$ cat src/rtl/pipeline_hazard_ctrl.sv
// pipeline_hazard_ctrl
//   Stall/flush sequencer for the 5-stage core. It resolves load-use hazards
//   that forwarding cannot cover, runs multi-cycle EX operations through a
//   start/done handshake with a timeout, and applies data-memory freeze and
//   branch redirect flushes. It also keeps saturating stall and flush counters.
//   Pipeline control outputs are combinational from the FSM state and the inputs.
module pipeline_hazard_ctrl #(
  parameter int CNT_WIDTH  = 16,
  parameter int MC_TIMEOUT = 64
) (
  input  logic                 clk_i,
  input  logic                 rst_i,
  input  logic [4:0]           id_rs1_addr_i,
  input  logic [4:0]           id_rs2_addr_i,
  input  logic                 id_uses_rs1_i,
  input  logic                 id_uses_rs2_i,
  input  logic                 ex_mem_read_i,
  input  logic [4:0]           ex_rd_addr_i,
  input  logic                 ex_mc_valid_i,
  input  logic                 mc_done_i,
  input  logic                 ex_branch_taken_i,
  input  logic                 dmem_stall_i,
  output logic                 pc_write_en_o,
  output logic                 if_id_write_en_o,
  output logic                 id_ex_write_en_o,
  output logic                 ex_mem_write_en_o,
  output logic                 if_id_flush_o,
  output logic                 id_ex_flush_o,
  output logic                 ex_mem_bubble_o,
  output logic                 mc_start_o,
  output logic                 mc_error_o,
  output logic [CNT_WIDTH-1:0] stall_cycles_o,
  output logic [CNT_WIDTH-1:0] flush_count_o
);

  // The timeout counter only needs to reach MC_TIMEOUT-1; the FSM leaves
  // MC_WAIT on that cycle, so the counter never wraps.
  localparam int TO_W = $clog2(MC_TIMEOUT);
  localparam logic [TO_W-1:0] TO_LAST = TO_W'(MC_TIMEOUT - 1);
  localparam logic [CNT_WIDTH-1:0] CNT_ONE = CNT_WIDTH'(1);

  typedef enum logic [1:0] {
    RUN     = 2'd0,
    MC_WAIT = 2'd1,
    MC_HOLD = 2'd2
  } state_e;

  state_e                state_q,  state_d;
  logic [TO_W-1:0]       to_cnt_q, to_cnt_d;
  logic                  mc_err_q, mc_err_d;
  logic [CNT_WIDTH-1:0]  stall_q,  stall_d;
  logic [CNT_WIDTH-1:0]  flush_q,  flush_d;

  logic load_use_s;
  logic timeout_s;
  logic flush_inc_s;

  // Hazard when the EX load writes a non-zero register that ID actually reads.
  always_comb begin
    load_use_s = ex_mem_read_i && (ex_rd_addr_i != 5'd0) &&
                 ((id_uses_rs1_i && (id_rs1_addr_i == ex_rd_addr_i)) ||
                  (id_uses_rs2_i && (id_rs2_addr_i == ex_rd_addr_i)));
    timeout_s  = (state_q == MC_WAIT) && !mc_done_i && (to_cnt_q == TO_LAST);
  end

  // Next-state, pipeline-control outputs and counter/flag next values.
  always_comb begin
    pc_write_en_o     = 1'b1;
    if_id_write_en_o  = 1'b1;
    id_ex_write_en_o  = 1'b1;
    ex_mem_write_en_o = 1'b1;
    if_id_flush_o     = 1'b0;
    id_ex_flush_o     = 1'b0;
    ex_mem_bubble_o   = 1'b0;
    mc_start_o        = 1'b0;
    state_d           = state_q;
    to_cnt_d          = to_cnt_q;
    mc_err_d          = mc_err_q;
    flush_inc_s       = 1'b0;

    if (rst_i) begin
      // Hold the whole pipe quiet while in reset; registers clear on the edge.
      pc_write_en_o     = 1'b0;
      if_id_write_en_o  = 1'b0;
      id_ex_write_en_o  = 1'b0;
      ex_mem_write_en_o = 1'b0;
      state_d           = RUN;
      to_cnt_d          = '0;
      mc_err_d          = 1'b0;
    end else begin
      case (state_q)
        RUN: begin
          if (dmem_stall_i) begin
            pc_write_en_o     = 1'b0;
            if_id_write_en_o  = 1'b0;
            id_ex_write_en_o  = 1'b0;
            ex_mem_write_en_o = 1'b0;
          end else if (ex_mc_valid_i) begin
            mc_start_o       = 1'b1;
            pc_write_en_o    = 1'b0;
            if_id_write_en_o = 1'b0;
            id_ex_write_en_o = 1'b0;
            ex_mem_bubble_o  = 1'b1;
            to_cnt_d         = '0;
            state_d          = MC_WAIT;
          end else if (ex_branch_taken_i) begin
            // Redirect wins over a load-use hazard: the dependent ID
            // instruction is on the wrong path and gets flushed anyway.
            if_id_flush_o = 1'b1;
            id_ex_flush_o = 1'b1;
            flush_inc_s   = 1'b1;
          end else if (load_use_s) begin
            pc_write_en_o    = 1'b0;
            if_id_write_en_o = 1'b0;
            id_ex_flush_o    = 1'b1;
          end else begin
            state_d = RUN;
          end
        end

        MC_WAIT: begin
          to_cnt_d = to_cnt_q + 1'b1;
          if (timeout_s) begin
            mc_err_d = 1'b1;
          end else begin
            mc_err_d = mc_err_q;
          end
          if (mc_done_i || timeout_s) begin
            if (dmem_stall_i) begin
              pc_write_en_o     = 1'b0;
              if_id_write_en_o  = 1'b0;
              id_ex_write_en_o  = 1'b0;
              ex_mem_write_en_o = 1'b0;
              state_d           = MC_HOLD;
            end else begin
              state_d = RUN;
            end
          end else begin
            pc_write_en_o    = 1'b0;
            if_id_write_en_o = 1'b0;
            id_ex_write_en_o = 1'b0;
            ex_mem_bubble_o  = 1'b1;
          end
        end

        MC_HOLD: begin
          if (dmem_stall_i) begin
            pc_write_en_o     = 1'b0;
            if_id_write_en_o  = 1'b0;
            id_ex_write_en_o  = 1'b0;
            ex_mem_write_en_o = 1'b0;
          end else begin
            state_d = RUN;
          end
        end

        default: begin
          state_d = RUN;
        end
      endcase
    end

    if (rst_i) begin
      stall_d = '0;
      flush_d = '0;
    end else begin
      stall_d = (!pc_write_en_o && (stall_q != '1)) ? stall_q + CNT_ONE : stall_q;
      flush_d = (flush_inc_s && (flush_q != '1)) ? flush_q + CNT_ONE : flush_q;
    end
  end

  // State, timeout counter, sticky error and performance counters.
  always_ff @(posedge clk_i) begin
    if (rst_i) begin
      state_q  <= RUN;
      to_cnt_q <= '0;
      mc_err_q <= 1'b0;
      stall_q  <= '0;
      flush_q  <= '0;
    end else begin
      state_q  <= state_d;
      to_cnt_q <= to_cnt_d;
      mc_err_q <= mc_err_d;
      stall_q  <= stall_d;
      flush_q  <= flush_d;
    end
  end

  assign mc_error_o     = mc_err_q;
  assign stall_cycles_o = stall_q;
  assign flush_count_o  = flush_q;

endmodule

$ cat config.mk
export PLATFORM = sky130hd
export DESIGN_NAME = pipeline_hazard_ctrl
export DESIGN_NICKNAME = d
export VERILOG_FILES = /design/src/rtl/pipeline_hazard_ctrl.sv
export SDC_FILE = /design/constraint.sdc
export NUM_CORES = 1
export LEC_CHECK = 0
export ABC_AREA = 1
export ABC_CLOCK_PERIOD_IN_PS = 1800
export BUFFER_PORTS_ARGS = -buffer_cell sky130_fd_sc_hd__buf_2
export CORE_ASPECT_RATIO = 0.5
export CORE_MARGIN = 5
export CORE_UTILIZATION = 40
export DETAILED_ROUTE_END_ITERATION = 16
export PLACE_DENSITY_LB_ADDON = 0.25
export SLEW_MARGIN = 20
export SYNTH_ARGS = -nofsm -noshare
export SYNTH_HDL_FRONTEND = slang
export SYNTH_SLANG_ARGS = --single-unit
$ cat constraint.sdc
create_clock -name clk_i -period 1.8 [get_ports clk_i]
set_input_delay 0.27 -clock clk_i [delete_from_list [all_inputs] [get_ports clk_i]]
set_output_delay 0.27 -clock clk_i [all_outputs]
set_load 0.005 [all_outputs]
==> results of run 1 <==
==> stage by stage <==
step	total power [mW]	util, %	worst slack, ns
global route	2.19	54.2	-0.0496
CTS	2.08	52.5	0.00174
finish	2.08	54.2	0.0147
global placement	1.19	49.3	0.0911
detailed placement	1.19	49.3	0.0557
floorplan	1.10	-	0.0608
==> cell usage after synthesis (all sizes together) <==
master / instances / share of area, %
nor4: 2 / 0.50
o211ai: 1 / 0.30
nor3b: 3 / 0.90
dfxtp: 41 / 33
a21oi: 40 / 8.3
a221oi: 1 / 0.35
nand2: 98 / 15
clkbuf: 2 / 0.30
o21ai: 12 / 2.4
inv: 50 / 7.5
xnor2: 9 / 3.1
nor3: 14 / 3.2
a31oi: 1 / 0.25
ha: 3 / 1.5
xor2: 9 / 3.1
nand4: 10 / 3.3
o31ai: 1 / 0.30
buf: 7 / 1.8
nor2: 42 / 6.9
nand3: 38 / 7.8
==> state kept, by name, indices dropped and copies added (netlist names) <==
| signal | count |
|---|---|
| state_q | 2 |
| mc_error_o | 1 |
| to_cnt_q | 6 |
| stall_cycles_o | 16 |
| flush_count_o | 16 |
==> cells by family (layout without fill, tap and decap cells) <==
| kind of cell | count (synthesis) | in the layout |
|---|---|---|
| AOI/OAI and AO/OA | 56 | 56 |
| adders and majority gates | 3 | 3 |
| xor gates and xnor gates | 18 | 18 |
| and+or+nand+nor | 207 | 207 |
| buffers and inverters | 59 | 142 |
| DFF | 41 | 41 |
==> routing by layer <==
layer,share of wire (%),vias up
met5,0,-
met3,5.4,7
li1,-,1418
met4,1.1,0
met1,50,1181
met2,44,62
==> repair_timing <==
| item | 4_1_cts | 5_1_grt |
|---|---|---|
| endpoints found under the setup margin | 4 | 23 |
| gates resized for setup | 10 | 18 |
| pin swaps | 3 | 4 |
| endpoints found under the hold margin | 0 | 0 |
| buffers inserted | 3 | 3 |
| hold buffers | 0 | 0 |
==> power by group through the flow <==
stage / logic (mW) / clock network [mW] / registers [mW]
after floorplan: 0.141 / 0 / 0.960
after global placement: 0.230 / 0 / 0.958
after detailed placement: 0.232 / 0 / 0.958
after CTS: 0.242 / 0.899 / 0.940
after global routing: 0.292 / 0.947 / 0.948
final: 0.257 / 0.879 / 0.946
==> cell usage in the layout, fill, tap and decap left out, types with 3 or more instances in the layout <==
cell / n
dfxtp_1: 35
nor2_1: 37
nand3_1: 34
o21ai_0: 11
inv_1: 42
nor2_4: 3
dfxtp_2: 5
buf_2: 64
a21oi_2: 4
xor2_1: 9
nand4_1: 8
buf_4: 18
nor3b_1: 3
nand2_1: 92
nor3_1: 12
nand2_2: 4
xnor2_1: 9
inv_2: 8
nand3_2: 4
a21oi_1: 36
clkbuf_16: 5
==> how the worst max path moves through the flow <==
stage,from,endpoint,slack [ns],cells past startpoint
4_1_cts,stall_cycles_o[1],stall_cycles_o[0],0.002,9
2_1_floorplan,to_cnt_q[0],pc_write_en_o,0.06,11
3_3_place_gp,to_cnt_q[0],if_id_write_en_o,0.09,10
5_1_grt,to_cnt_q[0],if_id_write_en_o,-0.05,10
3_5_place_dp,stall_cycles_o[1],stall_cycles_o[0],0.06,9
6_report,to_cnt_q[0],pc_write_en_o,0.01,10
==> final cells by class <==
type	instances	area (um2)	share of cell area [%]
flip-flops and latches	41	831	25.2
inverters	50	188	5.70
multi-input cells	284	1530	46.4
repair buffers	85	493	15.0
clock buffers	7	143	4.33
well taps	88	110	3.34
==> critical path, cell delays in order (launching register included) <==
cell and delay (ns):
dfxtp_2 0.34, ha_4 0.16, nand3_2 0.07, nor2_2 0.04
nand2_2 0.06, nand2_2 0.07, a21oi_2 0.15, nand3_2 0.09
nand2_4 0.11, inv_2 0.04, buf_2 0.12
==> reports/qor.txt, run 1 <==
gr busiest metal: met2
combinational share of power: 12.3%
FMAX: 0.560 GHz
internal power: 1.58 mW
Syn Std Cell Area: 0.00251 mm2
Min-Delay Endpoint: state_q[0]
Fin. Hold Viols: 0
# H-tree levels: 2
share of the yosys chip area belonging to registers: 32.7%
Hold/Removal Path Class: input port to flop
post-synthesis simple-gate area fraction: 38.1%
met1 usage: 21.7%
hold slack: 0.357 ns
Adder-Cell Fraction of Synth Area: 1.50%
pin count of the biggest net entering global routing: 27
vias per inst: 4.81
first-pass iteration count of the detailed router: 5
nets: 494
Fin Setup TNS: 0 ns
final worst-path cycle share: 99.2%
initial antenna violation count: 0
DP HPWL: 4.75 mm
Tightest Pin Transition: 0.355 ns
non-filler cells, final: 555
clock share of power: 42.2%
area grow syn2layout: 31.3%
initial cell density of the core: 41.3%
Global Route met2 Usage: 27.5%
Die W: 122 um
mux cell area share after synthesis: 0%
met3 layer usage reported by global route: 4.44%
xor/xnor share of the synthesized area: 6.28%
Peak VDD IR: 0.319 mV
final setup fails: 0
register bit total from synthesis: 41
RSZ-0062 raised after global routing: true
sw frac: 24.2%
clk slew on worst S/H paths: 0.06 ns
hold depth: 3
R2R Path Start: stall_cycles_o[1]
Routed Antenna Nets: 0
Synth cell types: 34
# diodes: 0
Reg power frac: 45.4%
Rel. slew slack: 76.1%
Tmin final: 1.79 ns
critical path data arrival time: 1.52 ns
# rows: 20
synth warn: 0
PwrDens: 632 mW/mm2
CTS Buf Count: 5
grt ovf: 0
CP Capture Type: output port
Fill cells: 607
DP Area: 0.00300 mm2
DR DRC count: 0
main combinational cell family by area after synthesis: simple AND/OR/NAND/NOR gates
CP Launch Type: flop
Crit Reg-Reg Endpoint: stall_cycles_o[0]
Psw: 0.503 mW
initial DRC count: 150
syn_nets: 411
vias in the first global route: 2430
Crit Path Max Fanout: 2
port bufs: 64
# clock sinks: 41
Max Root-Sink Buffers: 2
die height: 66 um
Die ar.: 0.00805 mm2
r2r setup slk: 0.08 ns
Slew Limit Fails: 0
TritonCTS clock tree: done
Finished Cell Area: 0.00329 mm2
Mean Syn Cell Area: 6.53 um2
GRT Resource Usage Total: 16.7%
outcome: finished clean
post-synthesis cell count: 384
vias after detailed routing: 2668
WL final: 6.40 mm
Reg2Reg Depth: 9
min-delay src: ex_mc_valid_i
layout cells sized above 1: 27.8%
CP Data Required Time: 1.53 ns
Leak Pwr: 1.47 nW
compound-cell area share of the yosys netlist: 11.9%
core box area: 0.00608 mm2
# Max-Cap Violations: 0
clock skew: 0.00444 ns
Final Wtd Congestion: 0.872
routed len/inst: 11.5 um
Ports: 65
dpl cells: 542
crit path kind: flop to output port
clk root buf: clkbuf_16
clk_lat worst skew: 0.28 ns
first-pass GRT wire length: 10.9 mm
Note: power is estimated with default switching activity, not from simulation.
==> run 2: changes to the inputs <==
--- a/config.mk
+++ b/config.mk
@@ -13,7 +13,8 @@
 export CORE_UTILIZATION = 40
 export DETAILED_ROUTE_END_ITERATION = 16
 export PLACE_DENSITY_LB_ADDON = 0.25
-export SLEW_MARGIN = 20
+export RECOVER_POWER = 25
+export SLEW_MARGIN = 15
 export SYNTH_ARGS = -nofsm -noshare
 export SYNTH_HDL_FRONTEND = slang
 export SYNTH_SLANG_ARGS = --single-unit
==> reports/qor.txt, run 2 (synthesis results as in run 1) <==
Final Wtd Congestion: 0.872
Fin Setup TNS: 0 ns
met1 usage: 21.7%
die height: 66 um
first-pass GRT wire length: 10.9 mm
# Max-Cap Violations: 0
Fin. Hold Viols: 0
FMAX: 0.559 GHz
clock skew: 0.00459 ns
Tmin final: 1.79 ns
DR DRC count: 0
CTS Buf Count: 5
WL final: 6.43 mm
outcome: finished clean
final worst-path cycle share: 99.3%
TritonCTS clock tree: done
gr busiest metal: met2
clk slew on worst S/H paths: 0.06 ns
DP HPWL: 4.75 mm
first-pass iteration count of the detailed router: 4
vias per inst: 4.76
area grow syn2layout: 31.0%
commonest non-fill, non-tap cells in the layout: nand2_1 (92), buf_2 (58), inv_1 (42)
initial DRC count: 157
crit path kind: flop to output port
fin util: 54.1%
Design Power: 2.08 mW
CP Launch Type: flop
clk_lat worst skew: 0.28 ns
core box area: 0.00608 mm2
met3 layer usage reported by global route: 4.44%
Slew Limit Fails: 0
# clock sinks: 41
vias in the first global route: 2430
CP Capture Type: output port
Ports: 65
# rows: 20
final setup fails: 0
# diodes: 0
Leak Pwr: 1.44 nW
Routed Antenna Nets: 0
Peak VDD IR: 0.317 mV
Global Route met2 Usage: 27.5%
Finished Cell Area: 0.00329 mm2
pin count of the biggest net entering global routing: 27
PwrDens: 634 mW/mm2
RSZ-0062 raised after global routing: true
Tightest Pin Transition: 0.355 ns
clk root buf: clkbuf_16
grt ovf: 0
Rel. slew slack: 76.1%
# H-tree levels: 2
Die W: 122 um
Max Root-Sink Buffers: 2
critical path data arrival time: 1.52 ns
GRT Resource Usage Total: 16.7%
most common cell after layout, fill and taps aside: nand2_1
vias after detailed routing: 2644
routed len/inst: 11.6 um
Hold-fix buffers, CTS: 0
DP Area: 0.00300 mm2
port bufs: 64
Crit Path Max Fanout: 2
CP Data Required Time: 1.53 ns
Die ar.: 0.00805 mm2
initial antenna violation count: 0
layout cells sized above 1: 26.6%
nets: 494
initial cell density of the core: 41.3%
Hold/Removal Path Class: input port to flop
-- run 2: cell types whose count changed in the layout (fill, tap and decap cells not counted) --
cell,before,now
clkbuf_1,1,7
buf_2,64,58
-- run 2: metal layers --
metal,share of wire [%],up-vias,routed length (um)
li1,-,1423,-
met1,50,1159,3190
met2,44,55,2820
met3,5.4,7,347
met4,1.1,0,71
met5,0,-,0
-- run 2: critical path, cell delays in order, from the launching register on --
cell	delay, ns
dfxtp_2	0.34
ha_4	0.16
nand3_2	0.07
nor2_2	0.04
nand2_2	0.06
nand2_2	0.07
a21oi_2	0.15
nand3_2	0.09
nand2_4	0.11
inv_2	0.04
buf_2	0.12
-- run 2: final timing paths --
check,startpoint,endpoint,slack [ns],depth (start not counted)
setup / recovery,to_cnt_q[0],pc_write_en_o,0.01,10
hold / removal,ex_mc_valid_i,state_q[0],0.36,3
setup reg to reg,stall_cycles_o[1],stall_cycles_o[0],0.08,9
hold reg to reg,mc_error_o,mc_error_o,0.45,2
-- run 2: repair_timing --
action / CTS / global route
pin swaps: 3 / 4
gates resized for setup: 10 / 18
setup endpoints to repair: 4 / 23
buffers inserted: 3 / 3
-- run 2: metrics by stage --
step	setup slack, ns	instances	hold slack [ns]
after floorplan	0.0608	384	0.447
after global placement	0.0911	542	0.437
after detailed placement	0.0557	542	0.442
after CTS	0.00174	552	0.357
after global routing	-0.0496	555	0.376
final	0.0125	555	0.355
-- run 2: final cells by class --
class | instances | area, um2
sequential | 41 | 831
clock buffer | 7 | 143
fill | 607 | 2790
tap | 88 | 110
timing repair buffer | 85 | 485
inverter | 50 | 188
multi-input combinational | 284 | 1530
-- run 2: report_power, final --
| group | leakage, nW | switching (mW) | total (mW) | internal, mW |
|---|---|---|---|---|
| Clock | 0.0700 | 0.338 | 0.882 | 0.544 |
| Sequential | 0.334 | 0.0206 | 0.946 | 0.925 |
| Combinational | 1.04 | 0.148 | 0.257 | 0.108 |
